===== config.mk =====
export PLATFORM = sky130hd
export DESIGN_NAME = wallace_dot_acc
export DESIGN_NICKNAME = d
export VERILOG_FILES = /design/src/rtl/wallace_dot_acc_pkg.sv /design/src/rtl/wallace_dot_acc_add.sv /design/src/rtl/wallace_dot_acc.sv
export SDC_FILE = /design/constraint.sdc
export NUM_CORES = 1
export LEC_CHECK = 0
export BUFFER_PORTS_ARGS = -buffer_cell sky130_fd_sc_hd__buf_4
export CAP_MARGIN = 25
export CORE_MARGIN = 3
export CORE_UTILIZATION = 45
export DETAILED_ROUTE_END_ITERATION = 7
export PLACE_DENSITY_LB_ADDON = 0.2
export SLEW_MARGIN = 10
export SYNTH_ARGS = -nofsm -noshare
export SYNTH_HDL_FRONTEND = slang
export SYNTH_SLANG_ARGS = --single-unit

===== constraint.sdc =====
create_clock -name clk -period 2.6 [get_ports clk]
set_input_delay 0.13 -clock clk [delete_from_list [all_inputs] [get_ports clk]]
set_output_delay 0.13 -clock clk [all_outputs]
set_load 0.005 [all_outputs]

===== src/rtl/wallace_dot_acc_pkg.sv =====
// Shared definitions for the dot-product accumulator: FSM state encoding
// and the product width used by the upstream 4x4 Wallace multiplier.
package wallace_dot_acc_pkg;

    localparam int PROD_W_DEF = 8;

    typedef enum logic [1:0] {
        ST_IDLE = 2'd0,
        ST_ACC  = 2'd1,
        ST_HOLD = 2'd2
    } state_t;

endpackage


===== src/rtl/wallace_dot_acc_add.sv =====
// Accumulator adder: zero-extends the product, reports carry-out of the top bit.
// WALLACE_DOT_ACC_SAT_EN selects clamp-to-max instead of modulo wrap.
module wallace_dot_acc_add
    import wallace_dot_acc_pkg::*;
#(
    parameter int PROD_W = PROD_W_DEF,
    parameter int ACC_W  = 16
) (
    input  logic [ACC_W-1:0]  acc,
    input  logic [PROD_W-1:0] prod,
    output logic [ACC_W-1:0]  sum,
    output logic              carry
);

    logic [ACC_W:0] wide_s;

    // Unsigned add with one extra bit to expose the carry-out.
    always_comb begin
        wide_s = {1'b0, acc} + (ACC_W + 1)'(prod);
        carry  = wide_s[ACC_W];
`ifdef WALLACE_DOT_ACC_SAT_EN
        // Once clamped, any later non-zero term carries again, so the clamp sticks.
        if (wide_s[ACC_W]) begin
            sum = {ACC_W{1'b1}};
        end else begin
            sum = wide_s[ACC_W-1:0];
        end
`else
        sum = wide_s[ACC_W-1:0];
`endif
    end

endmodule


===== src/rtl/wallace_dot_acc.sv =====
// Dot-product accumulator: sums a packet of multiplier products into one held result.
// Optional macro WALLACE_DOT_ACC_SAT_EN saturates the sum on overflow instead of wrapping.
module wallace_dot_acc
    import wallace_dot_acc_pkg::*;
#(
    parameter int PROD_W    = PROD_W_DEF,
    parameter int ACC_W     = 16,
    parameter int MAX_TERMS = 16,
    localparam int CNT_W    = $clog2(MAX_TERMS + 1)
) (
    input  logic              clk,
    input  logic              rst,
    input  logic              in_valid,
    output logic              in_ready,
    input  logic [PROD_W-1:0] in_prod,
    input  logic              in_last,
    output logic              out_valid,
    input  logic              out_ready,
    output logic [ACC_W-1:0]  out_sum,
    output logic [CNT_W-1:0]  out_count,
    output logic              out_ovf,
    output logic              out_forced
);

    localparam logic [CNT_W-1:0] MAX_CNT = CNT_W'(MAX_TERMS);

    state_t           state;
    logic [ACC_W-1:0] acc;
    logic [CNT_W-1:0] count;
    logic             ovf;

    logic             accept;
    logic [ACC_W-1:0] add_sum;
    logic             add_carry;
    logic [CNT_W-1:0] count_nxt;

    assign in_ready  = (state != ST_HOLD);
    assign accept    = in_valid && in_ready;
    assign count_nxt = count + {{(CNT_W-1){1'b0}}, 1'b1};

    wallace_dot_acc_add #(
        .PROD_W (PROD_W),
        .ACC_W  (ACC_W)
    ) u_add (
        .acc    (acc),
        .prod   (in_prod),
        .sum    (add_sum),
        .carry  (add_carry)
    );

    // Packet FSM, running accumulator and the held result register.
    always_ff @(posedge clk) begin
        if (rst) begin
            state      <= ST_IDLE;
            acc        <= {ACC_W{1'b0}};
            count      <= {CNT_W{1'b0}};
            ovf        <= 1'b0;
            out_valid  <= 1'b0;
            out_sum    <= {ACC_W{1'b0}};
            out_count  <= {CNT_W{1'b0}};
            out_ovf    <= 1'b0;
            out_forced <= 1'b0;
        end else begin
            case (state)
                ST_IDLE: begin
                    if (accept) begin
                        acc   <= ACC_W'(in_prod);
                        count <= {{(CNT_W-1){1'b0}}, 1'b1};
                        ovf   <= 1'b0;
                        if (in_last || (MAX_TERMS == 1)) begin
                            state      <= ST_HOLD;
                            out_valid  <= 1'b1;
                            out_sum    <= ACC_W'(in_prod);
                            out_count  <= {{(CNT_W-1){1'b0}}, 1'b1};
                            out_ovf    <= 1'b0;
                            out_forced <= ~in_last;
                        end else begin
                            state <= ST_ACC;
                        end
                    end
                end
                ST_ACC: begin
                    if (accept) begin
                        acc   <= add_sum;
                        count <= count_nxt;
                        ovf   <= ovf | add_carry;
                        if (in_last || (count_nxt == MAX_CNT)) begin
                            state      <= ST_HOLD;
                            out_valid  <= 1'b1;
                            out_sum    <= add_sum;
                            out_count  <= count_nxt;
                            out_ovf    <= ovf | add_carry;
                            out_forced <= ~in_last;
                        end
                    end
                end
                ST_HOLD: begin
                    if (out_ready) begin
                        state     <= ST_IDLE;
                        out_valid <= 1'b0;
                    end
                end
                default: begin
                    state     <= ST_IDLE;
                    out_valid <= 1'b0;
                end
            endcase
        end
    end

endmodule


==> results.txt, run 1 <==
----------------------------------------------------
[Clock tree]
  Clock Sinks ... 48
  Post-cts repair resize count ... 0
  Post-CTS Repair Setup Buffers ... 0
  CTS tree ... yes
  Clock latency on the worst-skew pair ... 0.31 ns
  Cts bufs inserted ... 5
  H-tree depth reported by CTS ... 2
  Maximum count of clock buffers along a single path ... 2
  Number of buffers added to fix hold violations after cts ... 0
  Clock-pin slew on the worst setup and hold paths ... 0.09 ns
  Cell at the root of the clock tree ... sky130_fd_sc_hd__clkbuf_8

[GRT]
  GRT busiest layer ... met2
  Number of global-route vias before repair ... 2205
  First-pass GRT wire length ... 10070 um
  Remaining Overflow, GRT ... 0
  Met1 Resource Use GR ... 0.2397
  Global-route met2 utilization ... 0.3213
  Global routing met3 resource utilization ... 0.03579
  Maximum number of pins on one net before global-route repair ... 53
  Total routing usage reported by global routing ... 0.1877
  Initial antenna violation count ... 0

[Drt]
  DRT iter0 DRCs ... 124
  Antenna-violating nets left ... 0
  Number of vias per cell ... 5.678
  Avg WL per Cell ... 14.21 um
  Total via count after detailed routing ... 2362
  Aggregate routed wire length ... 5911 um
  First-pass DRT Iterations ... 4
  Final routed DRC violation total ... 0

[Finish]
  Area Overhead vs Synth ... 16.67%
  Share of layout cells above drive strength 1 ... 0.1628
  Post-route insts no fill ... 416
  Number of antenna diodes ... 0
  Core utilization of the finished layout ... 0.5499
  Net count reported at finish ... 366

[Timing]
  F_max ... 0.4649 GHz
  Worst-case clock skew ... 0.01156 ns
  Post-route fraction of the period consumed by the critical path ... 0.8274
  Endpoints failing hold ... 0
  Final setup fails ... 0
  Shortest clock period the worst path allows after layout ... 2.151 ns
  Min Hold Slack ... 0.02467 ns
  Slew Limit Headroom ... 0.5809
  Total negative slack ... 0 ns
  Final setup slack of the worst path ... 0.4488 ns
  RSZ-0062 raised after global routing ... no
  Worst Max-Slew Pin Slew ... 0.6287 ns
  Fin. max-slew vios ... 0

[Worst setup path]
  Category of the most critical setup path ... flip-flop to flip-flop
  Worst Path Max Fanout ... 3
  Cell count of the worst reg-to-reg path ... 7
  Reg2Reg Launch Point ... acc[0]
  Arrival time worst endpoint ... 2.36 ns
  Register-to-register setup slack ... 0.45 ns
  Worst flop-to-flop path endpoint ... out_sum[6]
  CP required ... 2.81 ns
  Critical path startpoint category ... flip-flop
  Start point of the critical path ... acc[0]
  Crit path capture type ... flip-flop

[Hold path]
  Hold endpoint ... out_forced
  Worst Min Path Start ... in_last
  Min-Delay Path Class ... input port to flip-flop
  Worst hold path cell count ... 2

[Pwr]
  Clock Power Share ... 0.352
  Sequential share of power ... 0.476
  Largest voltage drop on the vdd net ... 0.0002779 V
  Part of the total power dissipated in combinational logic ... 0.172
  Cell area power density ... 536.5 nW/um^2
  Internal Dissipation ... 0.001193 W
  Switching power of the nets ... 0.0004516 W
  Sw Ratio ... 0.2745
  Leak pwr ... 1.157 nW

[Yosys]
  List of most frequent post-synthesis cells ... sky130_fd_sc_hd__dfxtp_1, sky130_fd_sc_hd__nor2_1, sky130_fd_sc_hd__nand2_1, sky130_fd_sc_hd__a21oi_1, sky130_fd_sc_hd__a211oi_1
  Count of flip-flops with a built-in enable after synthesis ... 0
  Cell area after synthesis ... 2628 um^2
  Post-synthesis mux area share ... 0.03429
  Compound-gate portion of the synthesized area ... 0.2381
  Largest family of logic cells by synthesized area ... compound AO/OA/AOI/OAI gates
  Gate count after technology mapping ... 313
  Cells taking the most area after synthesis ... sky130_fd_sc_hd__dfxtp_1, sky130_fd_sc_hd__a211oi_1, sky130_fd_sc_hd__nor2_1
  Distinct cell type count of the synthesized netlist ... 50
  Part of the Yosys area used for sequential elements ... 0.3657
  Post-synthesis cell type with the largest combined area ... sky130_fd_sc_hd__dfxtp_1
  Most frequent cell after synthesis ... sky130_fd_sc_hd__dfxtp_1
  Post-Synth Adder-Cell Area ... 0.05048
  Synth Area in XOR/XNOR ... 0.03667
  Post-Syn Area per Cell ... 8.395 um^2
  Syn_nets ... 336
  Fraction of synthesized cell area taken by the top area cell type ... 0.3657
  Fraction of synthesis flops using an asynchronous set or reset pin ... 0
  Number of flip-flops and latches in the synthesized netlist ... 48
  Total of warnings raised by yosys ... 0
  Post-synthesis simple-gate area fraction ... 0.2262
  Post-synth top flop ... sky130_fd_sc_hd__dfxtp_1

[Place]
  Routability Congestion ... 0.8432
  Estimated wirelength of the detail-placed design ... 4152 um
  Number of placed instances with taps included ... 408
  Buffers on Ports ... 37
  Dpl ws ... 0.4965 ns

[Floorplanning]
  Number of placement rows ... 27
  Floorplan die height ... 82.41 um
  Full die area ... 6791 um^2
  Starting Density ... 0.4714
  I/O pin count ... 38
  Die width ... 82.41 um
  Core region area ... 5574 um^2

[Flow run]
  Number of maximum-capacitance violations ... 0

[Status]
  Outcome ... finished clean

----------------------------------------------------
-- cell families (layout without fill, tap and decap cells) --
group / after synthesis / in the layout
and+or+nand+nor: 122 / 122
buffers and inverters: 25 / 56
xor gates and xnor gates: 11 / 11
muxes: 9 / 9
adders and majority gates: 10 / 10
AOI/OAI and AO/OA: 88 / 88
DFF: 48 / 48
-- registers in the layout (all words and copies together), names as in the netlist, 2 cells and up --
signal and cells:
acc 16, out_sum 16, count 5, out_count 5, state 2
-- power groups by stage --
| stage | Clock (W) | Combinational [W] | Sequential, W |
|---|---|---|---|
| 3_5_place_dp | 0 | 0.000281 | 0.000800 |
| 6_report | 0.000580 | 0.000282 | 0.000783 |
| 4_1_cts | 0.000596 | 0.000283 | 0.000783 |
| 3_3_place_gp | 0 | 0.000279 | 0.000799 |
| 5_1_grt | 0.000620 | 0.000314 | 0.000787 |
| 2_1_floorplan | 0 | 0.000200 | 0.000795 |
-- cells in the final DEF (no fill, tap or decap), types with 9 or more instances in the layout --
| cell type | synthesis | final |
|---|---|---|
| sky130_fd_sc_hd__ha_1 | 9 | 9 |
| sky130_fd_sc_hd__nor2_1 | 32 | 32 |
| sky130_fd_sc_hd__buf_4 | 1 | 42 |
| sky130_fd_sc_hd__a211oi_1 | 18 | 18 |
| sky130_fd_sc_hd__mux2i_1 | 9 | 9 |
| sky130_fd_sc_hd__nand4_1 | 10 | 10 |
| sky130_fd_sc_hd__nand3_1 | 13 | 13 |
| sky130_fd_sc_hd__o21ai_0 | 10 | 10 |
| sky130_fd_sc_hd__nand2b_1 | 9 | 9 |
| sky130_fd_sc_hd__dfxtp_1 | 48 | 48 |
| sky130_fd_sc_hd__a21oi_1 | 22 | 22 |
| sky130_fd_sc_hd__nand2_1 | 30 | 30 |
| sky130_fd_sc_hd__nor3_1 | 9 | 9 |
-- worst max-delay path by stage --
stage / end / slack, ns / depth (start not counted)
2_1_floorplan: out_sum[14] / 0.68 / 7
3_3_place_gp: out_sum[10] / 0.54 / 7
3_5_place_dp: out_sum[6] / 0.50 / 7
4_1_cts: out_sum[6] / 0.44 / 7
5_1_grt: out_sum[10] / 0.33 / 7
6_report: out_sum[6] / 0.45 / 7
-- metrics by stage --
step	power, W	instance area [um^2]
floorplan	0.0009945	2628
global placement	0.001078	2944
detailed placement	0.001081	2944
CTS	0.001662	3065
global route	0.001721	3065
finish	0.001645	3065
-- worst max-delay path, stage by stage, from the launching register on --
cell and delay (ns):
sky130_fd_sc_hd__dfxtp_1 0.32, sky130_fd_sc_hd__ha_1 0.20, sky130_fd_sc_hd__fa_1 0.42, sky130_fd_sc_hd__a211oi_1 0.38, sky130_fd_sc_hd__o21ai_0 0.18, sky130_fd_sc_hd__xor2_1 0.18, sky130_fd_sc_hd__mux2i_1 0.12, sky130_fd_sc_hd__a211oi_1 0.25
-- per-layer routing --
layer	vias to the layer above	share of wire
met4	0	0.011
met5	-	0
met1	1080	0.48
met2	60	0.46
li1	1216	-
met3	6	0.046
-- final cells by class --
class | instances | area [um^2]
fillers | 552 | 2509
multi-input cells | 240 | 1539
flip-flops and latches | 48 | 960.9
repair buffers | 43 | 335.3
well taps | 72 | 90.09
clock buffers | 6 | 82.58
clock inverters | 2 | 38.79
inverters | 5 | 18.77
No activity file was read; power rests on OpenSTA's default activity.
==> run 2, diff against run 1 <==
--- a/config.mk
+++ b/config.mk
@@ -5,6 +5,7 @@
 export SDC_FILE = /design/constraint.sdc
 export NUM_CORES = 1
 export LEC_CHECK = 0
+export ABC_AREA = 1
 export BUFFER_PORTS_ARGS = -buffer_cell sky130_fd_sc_hd__buf_4
 export CAP_MARGIN = 25
 export CORE_MARGIN = 3
==> constraint.sdc (replaced) <==
create_clock -name clk -period 2 [get_ports clk]
set_input_delay 0.1 -clock clk [delete_from_list [all_inputs] [get_ports clk]]
set_output_delay 0.1 -clock clk [all_outputs]
set_load 0.005 [all_outputs]
==> run 2 against run 1 <==
  * Global-route usage is 2.0 points higher
  * Sequential cell count stayed put
  * Core utilization is 0.54 points higher
  * Sequential power is 40% higher
  * Routed wire length is 11% higher
  * Combinational power is 110% higher
  * Clock-buffer cell count stayed put
  * Cell area is 0.98% higher
  * Clock skew is 0.0034 ns lower
  * Largest power group unchanged
  * Critical path depth is 2 higher
  * Die area is 0.12% lower
  * Power is 40% higher
==> results.txt, run 2 <==
----------------------------------------------------
[Status]
  Outcome ... finished clean (unchanged)

[Flow run]
  Number of maximum-capacitance violations ... 0 (unchanged)

[Timing]
  Worst-case clock skew ... 0.008159 ns (was 0.01156 ns)
  Worst Max-Slew Pin Slew ... 0.5972 ns (was 0.6287 ns)
  Fin. max-slew vios ... 0 (unchanged)
  Post-route fraction of the period consumed by the critical path ... 0.9206 (was 0.8274)
  Total negative slack ... 0 ns (unchanged)
  Endpoints failing hold ... 0 (unchanged)
  Final setup fails ... 0 (unchanged)
  Shortest clock period the worst path allows after layout ... 1.841 ns (was 2.151 ns)
  Slew Limit Headroom ... 0.6014 (was 0.5809)
  RSZ-0062 raised after global routing ... no (unchanged)
  F_max ... 0.5431 GHz (was 0.4649 GHz)

[GRT]
  Initial antenna violation count ... 0 (unchanged)
  Remaining Overflow, GRT ... 0 (unchanged)
  Total routing usage reported by global routing ... 0.2074 (was 0.1877)
  First-pass GRT wire length ... 10910 um (was 10070 um)
  Maximum number of pins on one net before global-route repair ... 28 (was 53)
  Number of global-route vias before repair ... 2436 (was 2205)

[Worst setup path]
  Start point of the critical path ... count[1] (was acc[0])
  Register-to-register setup slack ... 0.16 ns (was 0.45 ns)
  Crit-path leading delay family ... simple AND/OR/NAND/NOR gates (was compound AO/OA/AOI/OAI gates)
  Worst stage delay on the critical path ... 0.39 ns (was 0.42 ns)
  Crit. path cell count ... 9 (was 7)
  Crit-path slowest cell ... sky130_fd_sc_hd__dfxtp_1 (was sky130_fd_sc_hd__fa_1)
  Worst Path Max Fanout ... 10 (was 3)
  CP required ... 2.20 ns (was 2.81 ns)
  Arrival time worst endpoint ... 2.04 ns (was 2.36 ns)
  Worst setup endpoint ... out_sum[1] (was out_sum[6])
  List of cells traversed by the critical path ... ha_1, nand4_1, nand2_1, nand3_2, nand2_1, nand2_1, buf_4, o21ai_1, nor2_1 (was ha_1, fa_1, a211oi_1, o21ai_0, xor2_1, mux2i_1, a211oi_1)
  Top cell by count, worst path ... sky130_fd_sc_hd__nand2_1 (was sky130_fd_sc_hd__a211oi_1)
  Crit path capture type ... flip-flop (unchanged)
  Reg2Reg Launch Point ... count[1] (was acc[0])
  Buffering stage count on the worst path with inverters included ... 1 (was 0)
  Worst flop-to-flop path endpoint ... out_sum[1] (was out_sum[6])
  Cell count of the worst reg-to-reg path ... 9 (was 7)
  Critical path startpoint category ... flip-flop (unchanged)
  Category of the most critical setup path ... flip-flop to flip-flop (unchanged)

[Clock tree]
  H-tree depth reported by CTS ... 2 (unchanged)
  Cts bufs inserted ... 5 (unchanged)
  Clock Sinks ... 48 (unchanged)
  Cell at the root of the clock tree ... sky130_fd_sc_hd__clkbuf_8 (unchanged)
  Clock-pin slew on the worst setup and hold paths ... 0.09 ns (about the same)
  Maximum count of clock buffers along a single path ... 2 (unchanged)
  Post-CTS Repair Setup Buffers ... 0 (unchanged)
  Clock latency on the worst-skew pair ... 0.30 ns (was 0.31 ns)
  CTS tree ... yes (unchanged)

[Pwr]
  Largest voltage drop on the vdd net ... 0.0003665 V (was 0.0002779 V)
  Leak pwr ... 1.543 nW (was 1.157 nW)
  Internal Dissipation ... 0.001565 W (was 0.001193 W)
  Part of the total power dissipated in combinational logic ... 0.255 (was 0.172)
  Total Power ... 0.002300 W (was 0.001645 W)
  Sequential share of power ... 0.480 (was 0.476)
  Sw Ratio ... 0.3196 (was 0.2745)
  Switching power of the nets ... 0.0007350 W (was 0.0004516 W)
  Clock Power Share ... 0.265 (was 0.352)
  Cell area power density ... 743.0 nW/um^2 (was 536.5 nW/um^2)

[Floorplanning]
  Number of placement rows ... 27 (unchanged)
  Floorplan die height ... 82.36 um (was 82.41 um)
  Starting Density ... 0.4707 (was 0.4714)
  Die width ... 82.36 um (was 82.41 um)
  I/O pin count ... 38 (unchanged)
  Core region area ... 5574 um^2 (unchanged)
  Full die area ... 6783 um^2 (was 6791 um^2)

[Place]
  Estimated wirelength of the detail-placed design ... 4668 um (was 4152 um)
  Buffers on Ports ... 37 (unchanged)
  Routability Congestion ... 0.8392 (was 0.8432)

[Yosys]
  Post-Syn Area per Cell ... 6.494 um^2 (was 8.395 um^2)
  Cell area after synthesis ... 2624 um^2 (was 2628 um^2)
  Fraction of synthesized cell area taken by the top area cell type ... 0.3662 (was 0.3657)
  Gate count after technology mapping ... 404 (was 313)
  Post-Synth Adder-Cell Area ... 0.05055 (was 0.05048)
  Synth Area in XOR/XNOR ... 0.006676 (was 0.03667)
  Total of warnings raised by yosys ... 0 (unchanged)
  Largest family of logic cells by synthesized area ... simple AND/OR/NAND/NOR gates (was compound AO/OA/AOI/OAI gates)
  Fraction of synthesis flops using an asynchronous set or reset pin ... 0 (unchanged)
  Count of flip-flops with a built-in enable after synthesis ... 0 (unchanged)
  Post-synthesis simple-gate area fraction ... 0.3329 (was 0.2262)
  Compound-gate portion of the synthesized area ... 0.1454 (was 0.2381)
  Part of the Yosys area used for sequential elements ... 0.3662 (was 0.3657)
  Most frequent cell after synthesis ... sky130_fd_sc_hd__nand2_1 (was sky130_fd_sc_hd__dfxtp_1)
  Post-synth top flop ... sky130_fd_sc_hd__dfxtp_1 (unchanged)
  Number of flip-flops and latches in the synthesized netlist ... 48 (unchanged)
  Post-synthesis mux area share ... 0 (was 0.03429)
  Syn_nets ... 427 (was 336)
  List of most frequent post-synthesis cells ... sky130_fd_sc_hd__nand2_1, sky130_fd_sc_hd__nor2_1, sky130_fd_sc_hd__dfxtp_1, sky130_fd_sc_hd__inv_1, sky130_fd_sc_hd__a21oi_1 (was sky130_fd_sc_hd__dfxtp_1, sky130_fd_sc_hd__nor2_1, sky130_fd_sc_hd__nand2_1, sky130_fd_sc_hd__a21oi_1, sky130_fd_sc_hd__a211oi_1)
  Post-synthesis cell type with the largest combined area ... sky130_fd_sc_hd__dfxtp_1 (unchanged)
  Distinct cell type count of the synthesized netlist ... 26 (was 50)
  Cells taking the most area after synthesis ... sky130_fd_sc_hd__dfxtp_1, sky130_fd_sc_hd__nand2_1, sky130_fd_sc_hd__nor2_1 (was sky130_fd_sc_hd__dfxtp_1, sky130_fd_sc_hd__a211oi_1, sky130_fd_sc_hd__nor2_1)

[Finish]
  Most common cell after layout, fill and taps aside ... sky130_fd_sc_hd__nand2_1 (was sky130_fd_sc_hd__dfxtp_1)
  Biggest regs ... acc: 16 flops, out_sum: 16 flops (unchanged)
  Core utilization of the finished layout ... 0.5553 (was 0.5499)
  Net count reported at finish ... 467 (was 366)
  Area Overhead vs Synth ... 17.98% (was 16.67%)
  Leading cell types in the layout, fill and taps excluded ... sky130_fd_sc_hd__nand2_1, sky130_fd_sc_hd__nor2_1, sky130_fd_sc_hd__dfxtp_1, sky130_fd_sc_hd__buf_4, sky130_fd_sc_hd__inv_1 (was sky130_fd_sc_hd__dfxtp_1, sky130_fd_sc_hd__buf_4, sky130_fd_sc_hd__nor2_1)
  Number of antenna diodes ... 0 (unchanged)
  Share of layout cells above drive strength 1 ... 0.1577 (was 0.1628)

[Drt]
  Total via count after detailed routing ... 2586 (was 2362)
  Antenna-violating nets left ... 0 (unchanged)
  Aggregate routed wire length ... 6556 um (was 5911 um)
  First-pass DRT Iterations ... 4 (unchanged)
  Avg WL per Cell ... 12.71 um (was 14.21 um)
  Final routed DRC violation total ... 0 (unchanged)
  DRT iter0 DRCs ... 162 (was 124)
  Number of vias per cell ... 5.012 (was 5.678)

[Hold path]
  Min-Delay Path Class ... input port to flip-flop (unchanged)

----------------------------------------------------
## run 2: how the worst min path moves through the flow
stage,end,depth (start not counted),start,slack [ns]
detailed placement,count[3],3,in_valid,0.38
global route,count[3],3,in_valid,0.08
finish,count[3],3,in_valid,0.07
floorplan,count[3],2,in_valid,0.24
CTS,count[3],3,in_valid,0.06
global placement,count[3],3,in_valid,0.38
## run 2: stage by stage
step                      cell area [um^2]  instances  hold WS [ns]  worst slack (ns)
after floorplan                       2624        404        0.2427            0.2639
after global placement                2993        509        0.3773            0.1512
after detailed placement              2993        509        0.3816           0.09915
after CTS                             3084        516       0.05814           0.03587
after global routing                  3095        516       0.08181           0.01157
final                                 3095        516       0.06717            0.1589
## run 2: layout make-up
cell class / count / area (um^2)
clock buffer: 6 / 82.58
clock inverter: 1 / 8.758
fill: 556 / 2479
inverter: 49 / 183.9
multi-input combinational: 293 / 1415
sequential: 48 / 962.2
tap: 72 / 90.09
timing repair buffer: 47 / 352.8
## run 2: logic make-up (layout without fill, tap and decap cells)
kind of cell,after synthesis,after routing
simple gates,209,209
xor+xnor,2,2
flops,48,48
compound gates,72,72
fa+ha+maj,10,10
buf+inv,63,103
## run 2: power groups by stage
stage	sequential [W]	clock, W	combinational, W
2_1_floorplan	0.00112	0	0.000375
3_3_place_gp	0.00112	0	0.000574
3_5_place_dp	0.00113	0	0.000580
4_1_cts	0.00110	0.000624	0.000585
5_1_grt	0.00112	0.000651	0.000667
6_report	0.00110	0.000610	0.000587
## run 2: repair_timing
action	in CTS	in global routing
hold buffers	0	0
setup endpoints to repair	0	12
gates resized for setup	0	5
## run 2: worst reg2reg max path, delay by kind of cell, from the launching register on
kind,cells,cell delay [ns]
adders and majority gates,1,0.23
buffers and inverters,1,0.25
DFF,1,0.39
AOI/OAI and AO/OA,1,0.17
and+or+nand+nor,6,0.70
## run 2: layer usage
layer,GRT usage,share of wire
met5,0,0
met4,0.04153,0.0078
met3,0.03688,0.063
met2,0.3614,0.47
met1,0.2671,0.45
==> run 3, diff against run 2 <==
--- a/config.mk
+++ b/config.mk
@@ -10,6 +10,7 @@
 export CAP_MARGIN = 25
 export CORE_MARGIN = 3
 export CORE_UTILIZATION = 45
+export CTS_BUF_LIST = sky130_fd_sc_hd__clkbuf_16
 export DETAILED_ROUTE_END_ITERATION = 7
 export PLACE_DENSITY_LB_ADDON = 0.2
 export SLEW_MARGIN = 10
==> run 3 against run 2 <==
  * First-iteration DRC count is 18% higher
  * Combinational power hardly changed
  * Sequential cell count unchanged
  * Die area unchanged
  * Largest power group unchanged
  * Critical endpoint is now out_sum[8]
==> results.txt, run 3 (synthesis results as in run 2) <==
----------------------------------------------------
[GRT]
  Total routing usage reported by global routing ... 0.2099 (was 0.2074)
  Number of global-route vias before repair ... 2466 (was 2436)
  First-pass GRT wire length ... 11030 um (was 10910 um)
  Initial antenna violation count ... 0 (unchanged)
  Maximum number of pins on one net before global-route repair ... 28 (unchanged)
  Remaining Overflow, GRT ... 0 (unchanged)

[Finish]
  Fill cells ... 551 (was 556)
  Biggest regs ... acc: 16 flops, out_sum: 16 flops (unchanged)
  Area occupied by multi-input gates ... 1413 um^2 (was 1415 um^2)
  Most common cell after layout, fill and taps aside ... sky130_fd_sc_hd__nand2_1 (unchanged)
  Share of layout cells above drive strength 1 ... 0.1509 (was 0.1577)
  Number of antenna diodes ... 0 (unchanged)
  Register area ... 960.9 um^2 (was 962.2 um^2)
  Leading cell types in the layout, fill and taps excluded ... sky130_fd_sc_hd__nand2_1, sky130_fd_sc_hd__nor2_1, sky130_fd_sc_hd__dfxtp_1 (was sky130_fd_sc_hd__nand2_1, sky130_fd_sc_hd__nor2_1, sky130_fd_sc_hd__dfxtp_1, sky130_fd_sc_hd__buf_4, sky130_fd_sc_hd__inv_1)
  Post-route insts no fill ... 516 (unchanged)
  Area Overhead vs Synth ... 19.60% (was 17.98%)
  Net count reported at finish ... 467 (unchanged)

[Timing]
  Fin. max-slew vios ... 0 (unchanged)
  Worst-case clock skew ... 0.006706 ns (was 0.008159 ns)
  Worst Max-Slew Pin Slew ... 0.5778 ns (was 0.5972 ns)
  F_max ... 0.5481 GHz (was 0.5431 GHz)
  Total negative slack ... 0 ns (unchanged)
  Final setup fails ... 0 (unchanged)
  RSZ-0062 raised after global routing ... no (unchanged)
  Slew Limit Headroom ... 0.6144 (was 0.6014)
  Post-route fraction of the period consumed by the critical path ... 0.9122 (was 0.9206)
  Endpoints failing hold ... 0 (unchanged)
  Shortest clock period the worst path allows after layout ... 1.824 ns (was 1.841 ns)

[Worst setup path]
  Reg2Reg Launch Point ... acc[0] (was count[1])
  Crit-path leading delay family ... simple AND/OR/NAND/NOR gates (unchanged)
  Arrival time worst endpoint ... 2.05 ns (was 2.04 ns)
  CP required ... 2.23 ns (was 2.20 ns)
  Worst Path Max Fanout ... 7 (was 10)
  Crit path capture type ... flip-flop (unchanged)
  Category of the most critical setup path ... flip-flop to flip-flop (unchanged)
  List of cells traversed by the critical path ... ha_1, fa_2, nand3_1, nand2_1, nand2_1, nand2_2, a21oi_1, o21ai_0, and2_1, nor2_1 (was ha_1, nand4_1, nand2_1, nand3_2, nand2_1, nand2_1, buf_4, o21ai_1, nor2_1)
  Buffering stage count on the worst path with inverters included ... 0 (was 1)
  Crit-path slowest cell ... sky130_fd_sc_hd__fa_2 (was sky130_fd_sc_hd__dfxtp_1)
  Critical path startpoint category ... flip-flop (unchanged)
  Worst stage delay on the critical path ... 0.35 ns (was 0.39 ns)
  Cell count of the worst reg-to-reg path ... 10 (was 9)
  Register-to-register setup slack ... 0.18 ns (was 0.16 ns)
  Worst flop-to-flop path endpoint ... out_sum[8] (was out_sum[1])
  Top cell by count, worst path ... sky130_fd_sc_hd__nand2_1 (unchanged)

[Clock tree]
  Maximum count of clock buffers along a single path ... 2 (unchanged)
  Clock-pin slew on the worst setup and hold paths ... 0.07 ns (was 0.09 ns)
  CTS tree ... yes (unchanged)
  Post-CTS Repair Setup Buffers ... 0 (unchanged)
  H-tree depth reported by CTS ... 2 (unchanged)
  Cell at the root of the clock tree ... sky130_fd_sc_hd__clkbuf_16 (was sky130_fd_sc_hd__clkbuf_8)
  Clock latency on the worst-skew pair ... 0.29 ns (was 0.30 ns)
  Clock Sinks ... 48 (unchanged)
  Cts bufs inserted ... 5 (unchanged)

[Pwr]
  Largest voltage drop on the vdd net ... 0.0004180 V (was 0.0003665 V)
  Cell area power density ... 799.6 nW/um^2 (was 743.0 nW/um^2)
  Leak pwr ... 1.564 nW (was 1.543 nW)
  Total Power ... 0.002509 W (was 0.002300 W)

[Floorplanning]
  Die width ... 82.36 um (unchanged)
  Full die area ... 6783 um^2 (unchanged)
  Number of placement rows ... 27 (unchanged)
  Starting Density ... 0.4707 (unchanged)
  I/O pin count ... 38 (unchanged)
  Floorplan die height ... 82.36 um (unchanged)
  Core region area ... 5574 um^2 (unchanged)

[Drt]
  DRT iter0 DRCs ... 191 (was 162)
  First-pass DRT Iterations ... 5 (was 4)
  Number of vias per cell ... 5.126 (was 5.012)
  Antenna-violating nets left ... 0 (unchanged)
  Aggregate routed wire length ... 6617 um (was 6556 um)
  Final routed DRC violation total ... 0 (unchanged)
  Avg WL per Cell ... 12.82 um (was 12.71 um)
  Total via count after detailed routing ... 2645 (was 2586)

[Hold path]
  Worst hold path cell count ... 3 (unchanged)
  Min-Delay Path Class ... input port to flip-flop (unchanged)
  Hold endpoint ... count[3] (unchanged)
  Worst Min Path Start ... in_valid (unchanged)

[Place]
  Estimated wirelength of the detail-placed design ... 4668 um (unchanged)
  Number of placed instances with taps included ... 509 (unchanged)
  Buffers on Ports ... 37 (unchanged)
  Routability Congestion ... 0.8392 (unchanged)

[Flow run]
  Number of maximum-capacitance violations ... 0 (unchanged)

[Status]
  Outcome ... finished clean (unchanged)

----------------------------------------------------
run 3: worst max path at each step:
stage,cells after the start,to,from
global placement,10,out_sum[8],acc[0]
finish,10,out_sum[8],acc[0]
global route,10,out_sum[8],acc[0]
floorplan,10,out_sum[8],acc[0]
CTS,10,out_sum[8],acc[0]
detailed placement,9,out_sum[8],acc[0]
run 3: repair_timing:
item,CTS,global route
hold buffers,0,0
gates resized for setup,0,3
endpoints found under the setup margin,0,10
hold endpoints to repair,0,0
run 3: metrics by stage:
step	hold WS, ns	instance area (um^2)	setup WS (ns)	utilization
2_1_floorplan	0.2427	2624	0.2639	-
3_3_place_gp	0.3773	2993	0.1512	0.5369
3_5_place_dp	0.3816	2993	0.09915	0.5369
4_1_cts	0.07984	3131	0.07352	0.5616
5_1_grt	0.1056	3138	0.01106	0.5630
6_report	0.08124	3138	0.1755	0.5630
run 3: cell type report:
class,instances,share of cell area
timing repair buffer,47,0.1124
inverter,49,0.05861
sequential,48,0.3062
tap,72,0.02871
multi-input combinational,293,0.4502
clock buffer,5,0.03987
clock inverter,2,0.003987
run 3: worst min-delay path: cells and delay by family:
kind | cells | cell delay [ns]
AOI/OAI and AO/OA | 1 | 0.05
and+or+nand+nor | 1 | 0.06
buffers and inverters | 1 | 0.12
run 3: layer usage:
layer | vias to the layer above | share of wire | track usage | wire, um
li1 | 1362 | - | - | -
met1 | 1199 | 0.45 | 0.2704 | 2988
met2 | 75 | 0.47 | 0.3614 | 3095
met3 | 9 | 0.066 | 0.03905 | 436
met4 | 0 | 0.015 | 0.04817 | 97
met5 | - | 0 | 0 | 0
run 3: where the power goes:
part	internal [W]	switching (W)	leakage, nW
logic	0.000246	0.000341	1.10
registers	0.00104	0.0000616	0.395
clock network	0.000455	0.000363	0.0673
total	0.00174	0.000766	1.56
